<file path="src/rtl/uart_param.sv">
// UART transceiver: FIFO-fed transmitter, 16x-oversampled majority-vote receiver and internal loopback.
// Writes to a full TX FIFO are dropped; an unread RX word is kept and later frames raise Rx_OVERRUN.
module uart_param #(
  parameter int CLK_HZ     = 50_000_000,
  parameter int DATA_W     = 8,
  parameter int PARITY     = 1,
  parameter int PARITY_ODD = 0,
  parameter int STOP_BITS  = 1,
  parameter int FIFO_DEPTH = 4
) (
  input  logic              clk,
  input  logic              rst,
  input  logic [2:0]        baud_select,
  input  logic              Tx_EN,
  input  logic              Rx_EN,
  input  logic              loopback,
  input  logic [DATA_W-1:0] Tx_DATA,
  input  logic              Tx_WR,
  output logic              Tx_FULL,
  output logic              Tx_BUSY,
  output logic              TxD,
  input  logic              RxD,
  output logic [DATA_W-1:0] Rx_DATA,
  output logic              Rx_VALID,
  input  logic              Rx_RD,
  output logic              Rx_FERROR,
  output logic              Rx_PERROR,
  output logic              Rx_OVERRUN
);

  localparam int DIV0 = (CLK_HZ + 8 * 300) / (16 * 300);
  localparam int DIV1 = (CLK_HZ + 8 * 1200) / (16 * 1200);
  localparam int DIV2 = (CLK_HZ + 8 * 4800) / (16 * 4800);
  localparam int DIV3 = (CLK_HZ + 8 * 9600) / (16 * 9600);
  localparam int DIV4 = (CLK_HZ + 8 * 19200) / (16 * 19200);
  localparam int DIV5 = (CLK_HZ + 8 * 38400) / (16 * 38400);
  localparam int DIV6 = (CLK_HZ + 8 * 57600) / (16 * 57600);
  localparam int DIV7 = (CLK_HZ + 8 * 115200) / (16 * 115200);
  localparam int CW   = $clog2(DIV0 + 1);
  localparam int AW   = $clog2(FIFO_DEPTH);
  localparam int BW   = $clog2(DATA_W);

  localparam logic [BW-1:0] LAST_BIT  = BW'(DATA_W - 1);
  localparam logic [BW-1:0] LAST_STOP = BW'(STOP_BITS - 1);
  localparam logic [4:0]    STOP_END  = 5'(16 * STOP_BITS - 1);
  localparam logic          PODD      = (PARITY_ODD != 0);
  localparam logic [AW:0]   FULL_CNT  = (AW + 1)'(FIFO_DEPTH);

  typedef enum logic [2:0] {S_IDLE, S_START, S_DATA, S_PARITY, S_STOP} state_t;

  // ---------------- baud tick ----------------
  logic [CW-1:0] div_sel, bcnt_q, bcnt_d;
  logic [2:0]    bsel_q;
  logic          tick;

  always_comb begin
    case (baud_select)
      3'd0:    div_sel = CW'(DIV0);
      3'd1:    div_sel = CW'(DIV1);
      3'd2:    div_sel = CW'(DIV2);
      3'd3:    div_sel = CW'(DIV3);
      3'd4:    div_sel = CW'(DIV4);
      3'd5:    div_sel = CW'(DIV5);
      3'd6:    div_sel = CW'(DIV6);
      default: div_sel = CW'(DIV7);
    endcase
  end

  assign tick = (bcnt_q == div_sel - 1'b1) && (baud_select == bsel_q);

  always_comb begin
    bcnt_d = tick ? '0 : bcnt_q + 1'b1;
    if (baud_select != bsel_q) bcnt_d = '0;
  end

  // ---------------- TX FIFO ----------------
  logic [DATA_W-1:0] mem_q [FIFO_DEPTH];
  logic [AW-1:0]     wptr_q, rptr_q;
  logic [AW:0]       cnt_q, cnt_d;
  logic              push, pop;

  assign Tx_FULL = (cnt_q == FULL_CNT);
  assign push    = Tx_WR && !Tx_FULL;

  always_comb begin
    cnt_d = cnt_q;
    if (push && !pop)      cnt_d = cnt_q + 1'b1;
    else if (pop && !push) cnt_d = cnt_q - 1'b1;
  end

  always_ff @(posedge clk) begin
    if (push) mem_q[wptr_q] <= Tx_DATA;
  end

  // ---------------- TX FSM ----------------
  state_t            tx_state_q, tx_state_d;
  logic [4:0]        tx_tick_q, tx_tick_d;
  logic [BW-1:0]     tx_bit_q, tx_bit_d;
  logic [DATA_W-1:0] tx_sh_q, tx_sh_d;
  logic              tx_par_q, tx_par_d;
  logic              tx_line;

  always_comb begin
    tx_state_d = tx_state_q;
    tx_tick_d  = tx_tick_q;
    tx_bit_d   = tx_bit_q;
    tx_sh_d    = tx_sh_q;
    tx_par_d   = tx_par_q;
    tx_line    = 1'b1;
    pop        = 1'b0;
    if (tick) tx_tick_d = tx_tick_q + 5'd1;
    case (tx_state_q)
      S_IDLE: begin
        tx_tick_d = '0;
        if (tick && cnt_q != '0 && Tx_EN) begin
          pop        = 1'b1;
          tx_sh_d    = mem_q[rptr_q];
          tx_par_d   = (^mem_q[rptr_q]) ^ PODD;
          tx_state_d = S_START;
        end
      end
      S_START: begin
        tx_line = 1'b0;
        if (tick && tx_tick_q == 5'd15) begin
          tx_tick_d  = '0;
          tx_bit_d   = '0;
          tx_state_d = S_DATA;
        end
      end
      S_DATA: begin
        tx_line = tx_sh_q[0];
        if (tick && tx_tick_q == 5'd15) begin
          tx_tick_d = '0;
          tx_sh_d   = tx_sh_q >> 1;
          if (tx_bit_q == LAST_BIT) tx_state_d = (PARITY != 0) ? S_PARITY : S_STOP;
          else                      tx_bit_d   = tx_bit_q + 1'b1;
        end
      end
      S_PARITY: begin
        tx_line = tx_par_q;
        if (tick && tx_tick_q == 5'd15) begin
          tx_tick_d  = '0;
          tx_state_d = S_STOP;
        end
      end
      S_STOP: begin
        if (tick && tx_tick_q == STOP_END) tx_state_d = S_IDLE;
      end
      default: tx_state_d = S_IDLE;
    endcase
  end

  // Line is decoded from state so an asynchronous reset drives it high immediately.
  assign TxD     = loopback ? 1'b1 : tx_line;
  assign Tx_BUSY = (cnt_q != '0) || (tx_state_q != S_IDLE);

  // ---------------- RX path ----------------
  logic              sync1_q, sync2_q, rx_s;
  state_t            rx_state_q, rx_state_d;
  logic [3:0]        rx_ph_q, rx_ph_d;
  logic [BW-1:0]     rx_bit_q, rx_bit_d;
  logic [DATA_W-1:0] rx_sh_q, rx_sh_d, rx_data_q, rx_data_d;
  logic              rx_s7_q, rx_s7_d, rx_s8_q, rx_s8_d;
  logic              rx_fe_q, rx_fe_d, rx_pe_q, rx_pe_d, rx_fe_new;
  logic              rx_valid_q, rx_valid_d, rx_ferr_q, rx_ferr_d;
  logic              rx_perr_q, rx_perr_d, rx_ovr_q, rx_ovr_d;
  logic              rx_maj, rx_smp, rx_end, rx_done;

  assign rx_s      = sync2_q;
  assign rx_maj    = (rx_s7_q & rx_s8_q) | (rx_s7_q & rx_s) | (rx_s8_q & rx_s);
  assign rx_smp    = tick && rx_ph_q == 4'd9;
  assign rx_end    = tick && rx_ph_q == 4'd15;
  assign rx_fe_new = rx_fe_q | ~rx_maj;

  always_comb begin
    rx_state_d = rx_state_q;
    rx_ph_d    = rx_ph_q;
    rx_bit_d   = rx_bit_q;
    rx_sh_d    = rx_sh_q;
    rx_s7_d    = rx_s7_q;
    rx_s8_d    = rx_s8_q;
    rx_fe_d    = rx_fe_q;
    rx_pe_d    = rx_pe_q;
    rx_data_d  = rx_data_q;
    rx_valid_d = rx_valid_q;
    rx_ferr_d  = rx_ferr_q;
    rx_perr_d  = rx_perr_q;
    rx_ovr_d   = rx_ovr_q;
    rx_done    = 1'b0;
    if (tick) begin
      rx_ph_d = rx_ph_q + 4'd1;
      if (rx_ph_q == 4'd7) rx_s7_d = rx_s;
      if (rx_ph_q == 4'd8) rx_s8_d = rx_s;
    end
    case (rx_state_q)
      S_IDLE: begin
        rx_ph_d = '0;
        if (!rx_s) begin
          rx_state_d = S_START;
          rx_bit_d   = '0;
          rx_fe_d    = 1'b0;
          rx_pe_d    = 1'b0;
        end
      end
      S_START: begin
        if (rx_smp && rx_maj) rx_state_d = S_IDLE;
        else if (rx_end)      rx_state_d = S_DATA;
      end
      S_DATA: begin
        if (rx_smp) rx_sh_d = {rx_maj, rx_sh_q[DATA_W-1:1]};
        if (rx_end) begin
          if (rx_bit_q == LAST_BIT) begin
            rx_bit_d   = '0;
            rx_state_d = (PARITY != 0) ? S_PARITY : S_STOP;
          end else begin
            rx_bit_d = rx_bit_q + 1'b1;
          end
        end
      end
      S_PARITY: begin
        if (rx_smp) rx_pe_d = rx_maj ^ (^rx_sh_q) ^ PODD;
        if (rx_end) rx_state_d = S_STOP;
      end
      S_STOP: begin
        if (rx_smp) begin
          rx_fe_d = rx_fe_new;
          if (rx_bit_q == LAST_STOP) begin
            rx_done    = 1'b1;
            rx_state_d = S_IDLE;
          end
        end else if (rx_end) begin
          rx_bit_d = rx_bit_q + 1'b1;
        end
      end
      default: rx_state_d = S_IDLE;
    endcase
    if (!Rx_EN) begin
      rx_state_d = S_IDLE;
      rx_done    = 1'b0;
    end
    if (Rx_RD) begin
      rx_valid_d = 1'b0;
      rx_ovr_d   = 1'b0;
    end
    // A completion coinciding with the acknowledge still loads the new word.
    if (rx_done) begin
      if (!rx_valid_q || Rx_RD) begin
        rx_data_d  = rx_sh_q;
        rx_ferr_d  = rx_fe_new;
        rx_perr_d  = rx_pe_q;
        rx_valid_d = 1'b1;
      end else begin
        rx_ovr_d = 1'b1;
      end
    end
  end

  assign Rx_DATA    = rx_data_q;
  assign Rx_VALID   = rx_valid_q;
  assign Rx_FERROR  = rx_ferr_q;
  assign Rx_PERROR  = rx_perr_q;
  assign Rx_OVERRUN = rx_ovr_q;

  always_ff @(posedge clk or negedge rst) begin
    if (!rst) begin
      bcnt_q     <= '0;
      bsel_q     <= '0;
      wptr_q     <= '0;
      rptr_q     <= '0;
      cnt_q      <= '0;
      tx_state_q <= S_IDLE;
      tx_tick_q  <= '0;
      tx_bit_q   <= '0;
      tx_sh_q    <= '0;
      tx_par_q   <= 1'b0;
      sync1_q    <= 1'b1;
      sync2_q    <= 1'b1;
      rx_state_q <= S_IDLE;
      rx_ph_q    <= '0;
      rx_bit_q   <= '0;
      rx_sh_q    <= '0;
      rx_s7_q    <= 1'b1;
      rx_s8_q    <= 1'b1;
      rx_fe_q    <= 1'b0;
      rx_pe_q    <= 1'b0;
      rx_data_q  <= '0;
      rx_valid_q <= 1'b0;
      rx_ferr_q  <= 1'b0;
      rx_perr_q  <= 1'b0;
      rx_ovr_q   <= 1'b0;
    end else begin
      bcnt_q     <= bcnt_d;
      bsel_q     <= baud_select;
      if (push) wptr_q <= wptr_q + 1'b1;
      if (pop)  rptr_q <= rptr_q + 1'b1;
      cnt_q      <= cnt_d;
      tx_state_q <= tx_state_d;
      tx_tick_q  <= tx_tick_d;
      tx_bit_q   <= tx_bit_d;
      tx_sh_q    <= tx_sh_d;
      tx_par_q   <= tx_par_d;
      sync1_q    <= loopback ? tx_line : RxD;
      sync2_q    <= sync1_q;
      rx_state_q <= rx_state_d;
      rx_ph_q    <= rx_ph_d;
      rx_bit_q   <= rx_bit_d;
      rx_sh_q    <= rx_sh_d;
      rx_s7_q    <= rx_s7_d;
      rx_s8_q    <= rx_s8_d;
      rx_fe_q    <= rx_fe_d;
      rx_pe_q    <= rx_pe_d;
      rx_data_q  <= rx_data_d;
      rx_valid_q <= rx_valid_d;
      rx_ferr_q  <= rx_ferr_d;
      rx_perr_q  <= rx_perr_d;
      rx_ovr_q   <= rx_ovr_d;
    end
  end

endmodule
</file>
<file path="config.mk">
export PLATFORM = sky130hd
export DESIGN_NAME = uart_param
export DESIGN_NICKNAME = d
export VERILOG_FILES = /design/src/rtl/uart_param.sv
export SDC_FILE = /design/constraint.sdc
export NUM_CORES = 1
export LEC_CHECK = 0
export ABC_AREA = 1
export ABC_CLOCK_PERIOD_IN_PS = 6600
export BUFFER_PORTS_ARGS = -buffer_cell sky130_fd_sc_hd__buf_2
export CAP_MARGIN = 40
export CORE_ASPECT_RATIO = 1.25
export CORE_MARGIN = 4
export CORE_UTILIZATION = 50
export DETAILED_ROUTE_END_ITERATION = 7
export GPL_ROUTABILITY_DRIVEN = 0
export PLACE_DENSITY = 0.69
export SLEW_MARGIN = 25
export SYNTH_ARGS = -nofsm -noshare
export SYNTH_HDL_FRONTEND = slang
export SYNTH_SLANG_ARGS = --single-unit
</file>
<file path="constraint.sdc">
create_clock -name clk -period 6.6 [get_ports clk]
set_input_delay 0.66 -clock clk [delete_from_list [all_inputs] [get_ports clk]]
set_output_delay 0.66 -clock clk [all_outputs]
set_load 0.05 [all_outputs]
</file>
==> impl_summary.log <==
INFO  metric arrival = approximately 3.7 ns
INFO  metric worst-setup-path-type = in2reg
INFO  metric worst_skew_pair.late_latency = 0.35 ns
INFO  metric first_global_vias = 4286
INFO  metric fp.dieArea = 13630 um2
INFO  metric cell_types_with_the_largest_area_share_after_synthesis = sky130_fd_sc_hd__dfrtp_1, sky130_fd_sc_hd__edfxtp_1, sky130_fd_sc_hd__nand2_1
INFO  metric fin_ws = 3.137 ns
INFO  metric avgRoutedWirePerCell = 12.90 um
INFO  metric wl = approximately 11000 um
INFO  metric post-route-drc-count = 0
INFO  metric outcome = completed
INFO  metric cts_hold_buffers = 0
INFO  metric via_count = 4453
INFO  metric setup_crit_start_kind = primary input
INFO  metric clock_sink_count = 112
INFO  metric finalHoldViolations = 0
INFO  metric worst_path_max_delay_cell = sky130_fd_sc_hd__fa_1
INFO  metric core_region_area = 11620 um2
INFO  metric yosysWarningCount = 0
INFO  metric synth_largest_type_area_fraction = between 30% and 40%
INFO  metric design.portCount = 34
INFO  metric rows = 44
INFO  metric finClkSkew = 0.01004 ns
INFO  metric gr-total-overflow = 0
INFO  metric cpPeakStageDelay = slightly above 0.4 ns
INFO  metric max_cap_violations = 0
INFO  metric post_synth.cell_area_avg = 8.768 um2
INFO  metric timing.critical_path.to_type = register
INFO  metric pwr_density_cell = 269.6 nW/um2
INFO  metric final.setup.tns = 0 ns
INFO  metric layout_worst_path_cycle_share = 52.48%
INFO  metric cpLargestDelayFamily = simple AND/OR/NAND/NOR gates
INFO  metric synth-edff-count = 32
INFO  metric grt_pass1_wl = roughly 19000 um
INFO  metric worst_path_fanout_max = 12
INFO  metric final_layout_size_suffix_gt1_share = 13.06%
INFO  metric die_height = 129.5 um
INFO  metric area.growth.synth_to_final = 10.31%
INFO  metric synthArstFlopShare = between 70% and 80%
INFO  metric measured_slew_at_the_worst_slew_check_pin = 0.7548 ns
INFO  metric path_clk_slew = 0.07 ns
INFO  metric maxClockFrequency = 288.7 MHz
INFO  metric critical_path.cell_chain = buf_2 > inv_1 > nand2_4 > nand2_4 > inv_1 > ha_1 > inv_1 > nand2_1 > nand2_1 > nand2_1 > nand3_1 > nor2_1 > nand2_1 > nor2_4 > nand2_4 > inv_4 > nand2_2 > ha_1 > inv_1 > fa_1 > mux2_2
INFO  metric ys_ff_latch = 112
INFO  metric yosys_most_used_dff = sky130_fd_sc_hd__dfrtp_1
INFO  metric routed_via_density = between 5 and 6
INFO  metric power.leakage = 0.002997 uW
INFO  metric critical_path_buf_inv_count = 6
INFO  metric vdd.ir_drop.worst = around 160 uV
INFO  metric grt_total_usage = between 10% and 20%
INFO  metric synth_area_leader_cell = sky130_fd_sc_hd__dfrtp_1
INFO  metric netlist_instances = between 600 and 700
INFO  metric drt-pass1-iter-count = 5
INFO  metric start_util = 50.87%
INFO  metric setup_repair_after_global_routing_missed_its_margin = false
INFO  metric required_arrival_time_at_the_worst_endpoint = 6.83 ns
INFO  metric antenna_violations_before_repair = 0
INFO  metric postRouteAntennaNets = 0
INFO  metric drt_iter0_drc = a little under 200
INFO  metric grt_max_degree = 51
INFO  metric cts_setup_buffers = 0
INFO  metric antenna_cells = 0
INFO  metric yosys-top-cells-count = sky130_fd_sc_hd__nand2_1, sky130_fd_sc_hd__inv_1, sky130_fd_sc_hd__dfrtp_1
INFO  metric count_of_filler_cells_inserted_in_the_layout = 1008
INFO  metric syn_nets = ~710
INFO  metric clk_path_buf_depth = 2
INFO  metric syn_std_cell_area = 5909 um2
INFO  metric numCtsBuffers = 9
INFO  metric cts_resized = 0
INFO  metric seq_area_frac_synth = 50.22%
INFO  metric final_max_slew_viol_count = 0
INFO  metric setup_viol = 0
INFO  metric post-route-min-period = approximately 3.5 ns
INFO  metric cts_root_buf = sky130_fd_sc_hd__clkbuf_16
INFO  metric preCtsSetupSlack = approximately 2.8 ns
INFO  metric synth_most_common_cell = sky130_fd_sc_hd__nand2_1
INFO  metric synth.distinct_cells = 42
INFO  metric detailedPlacementHpwl = about 8400 um
INFO  metric io_buffers = 33
INFO  metric number_of_nets_at_the_end_of_the_flow = 744
INFO  metric chipWidth = 105.2 um
INFO  metric tritoncts = done
INFO  metric min_path_type = in2async
INFO  metric number_of_levels_the_h_tree_was_split_into = 3
INFO  metric timing.slew.headroom = 49.50%
==> registers in the layout (all words and copies together) (netlist names), 4 cells and up <==
register	count
Rx_DATA	8
bcnt_q	14
mem_q	32
rx_ph_q	4
rx_sh_q	8
tx_sh_q	8
tx_tick_q	5
==> worst register-to-register path: cells and delay by family, from the launching register on <==
kind,cells,cell delay (ns)
simple gates,9,0.85
mux,1,0.27
flops,1,0.46
fa+ha+maj,2,0.63
buf+inv,3,0.36
==> cells by family (layout without fill, tap and decap cells) <==
group / after synthesis / after routing / share of synthesized area (%)
compound gates: 98 / 98 / 10.08
buf+inv: 104 / 142 / 7.665
xor+xnor: 28 / 28 / 4.150
flops: 112 / 112 / 50.22
simple gates: 313 / 313 / 23.76
fa+ha+maj: 18 / 18 / 3.938
mux: 1 / 1 / 0.1905
==> through the flow <==
step | std cells | area [um2] | hold slack [ns] | total power, uW | utilization, %
global route | 873 | 6519 | 0.2664 | 1862 | 56.12
floorplan | 674 | 5909 | 0.3452 | 1105 | -
finish | 873 | 6519 | 0.2373 | 1757 | 56.12
detailed placement | 856 | 6200 | 0.3575 | 1207 | 53.37
global placement | 855 | 6172 | 0.3566 | 1190 | 53.13
CTS | 872 | 6511 | 0.2445 | 1774 | 56.05
==> cell type report <==
cell class                      instances  area (um2)  area share [%]
Sequential cell                       112        2968           45.53
Multi-Input combinational cell        458        2489           38.18
Inverter                               91       346.6           5.317
Clock buffer                            9       225.2           3.455
Timing Repair Buffer                   35       202.7           3.109
Tap cell                              161       201.4           3.090
Clock inverter                          7       86.33           1.324
==> layer usage <==
layer | vias to the layer above | part of all wire [%] | routed length, um | global-route usage, %
met2 | 93 | 51 | 5766 | 31.19
met4 | 0 | 2.6 | 289 | 6.873
met5 | - | 0 | 0 | 0
met1 | 2078 | 43 | 4790 | 19.82
li1 | 2259 | - | - | -
met3 | 23 | 3.7 | 419 | 3.587
==> power breakdown <==
part	internal (uW)	switching, uW
registers	789	36.4
clock network	302	265
logic	122	244
total	1210	545
==> worst paths after layout <==
| kind | start | end | cells past startpoint | slack, ns |
|---|---|---|---|---|
| worst min register to register | sync1_q$_DFF_PN1_ | rx_s$_DFF_PN1_ | 0 | 0.36 |
| min in group clk | sync1_q$_DFF_PN1_ | rx_s$_DFF_PN1_ | 0 | 0.36 |
| worst max-delay path | baud_select[0] | cnt_q[1]$_DFFE_PN0P_ | 21 | 3.14 |
| max in group asynchronous | rst | sync1_q$_DFF_PN1_ | 2 | 5.72 |
| worst max register to register | bcnt_q[2]$_DFF_PN0_ | cnt_q[1]$_DFFE_PN0P_ | 15 | 3.92 |
| worst min-delay path | rst | bcnt_q[4]$_DFF_PN0_ | 1 | 0.24 |
==> placed cells by master, fill, tap and decap left out, types with 17 or more instances in the layout <==
cell and n:
sky130_fd_sc_hd__dfrtp_1 76, sky130_fd_sc_hd__o21ai_0 38, sky130_fd_sc_hd__nand3_1 38, sky130_fd_sc_hd__nand2_1 158, sky130_fd_sc_hd__ha_1 17, sky130_fd_sc_hd__buf_2 32, sky130_fd_sc_hd__inv_1 87, sky130_fd_sc_hd__xor2_1 17
sky130_fd_sc_hd__nor2_1 65, sky130_fd_sc_hd__edfxtp_1 32
Power figures use the tool's default switching activity.
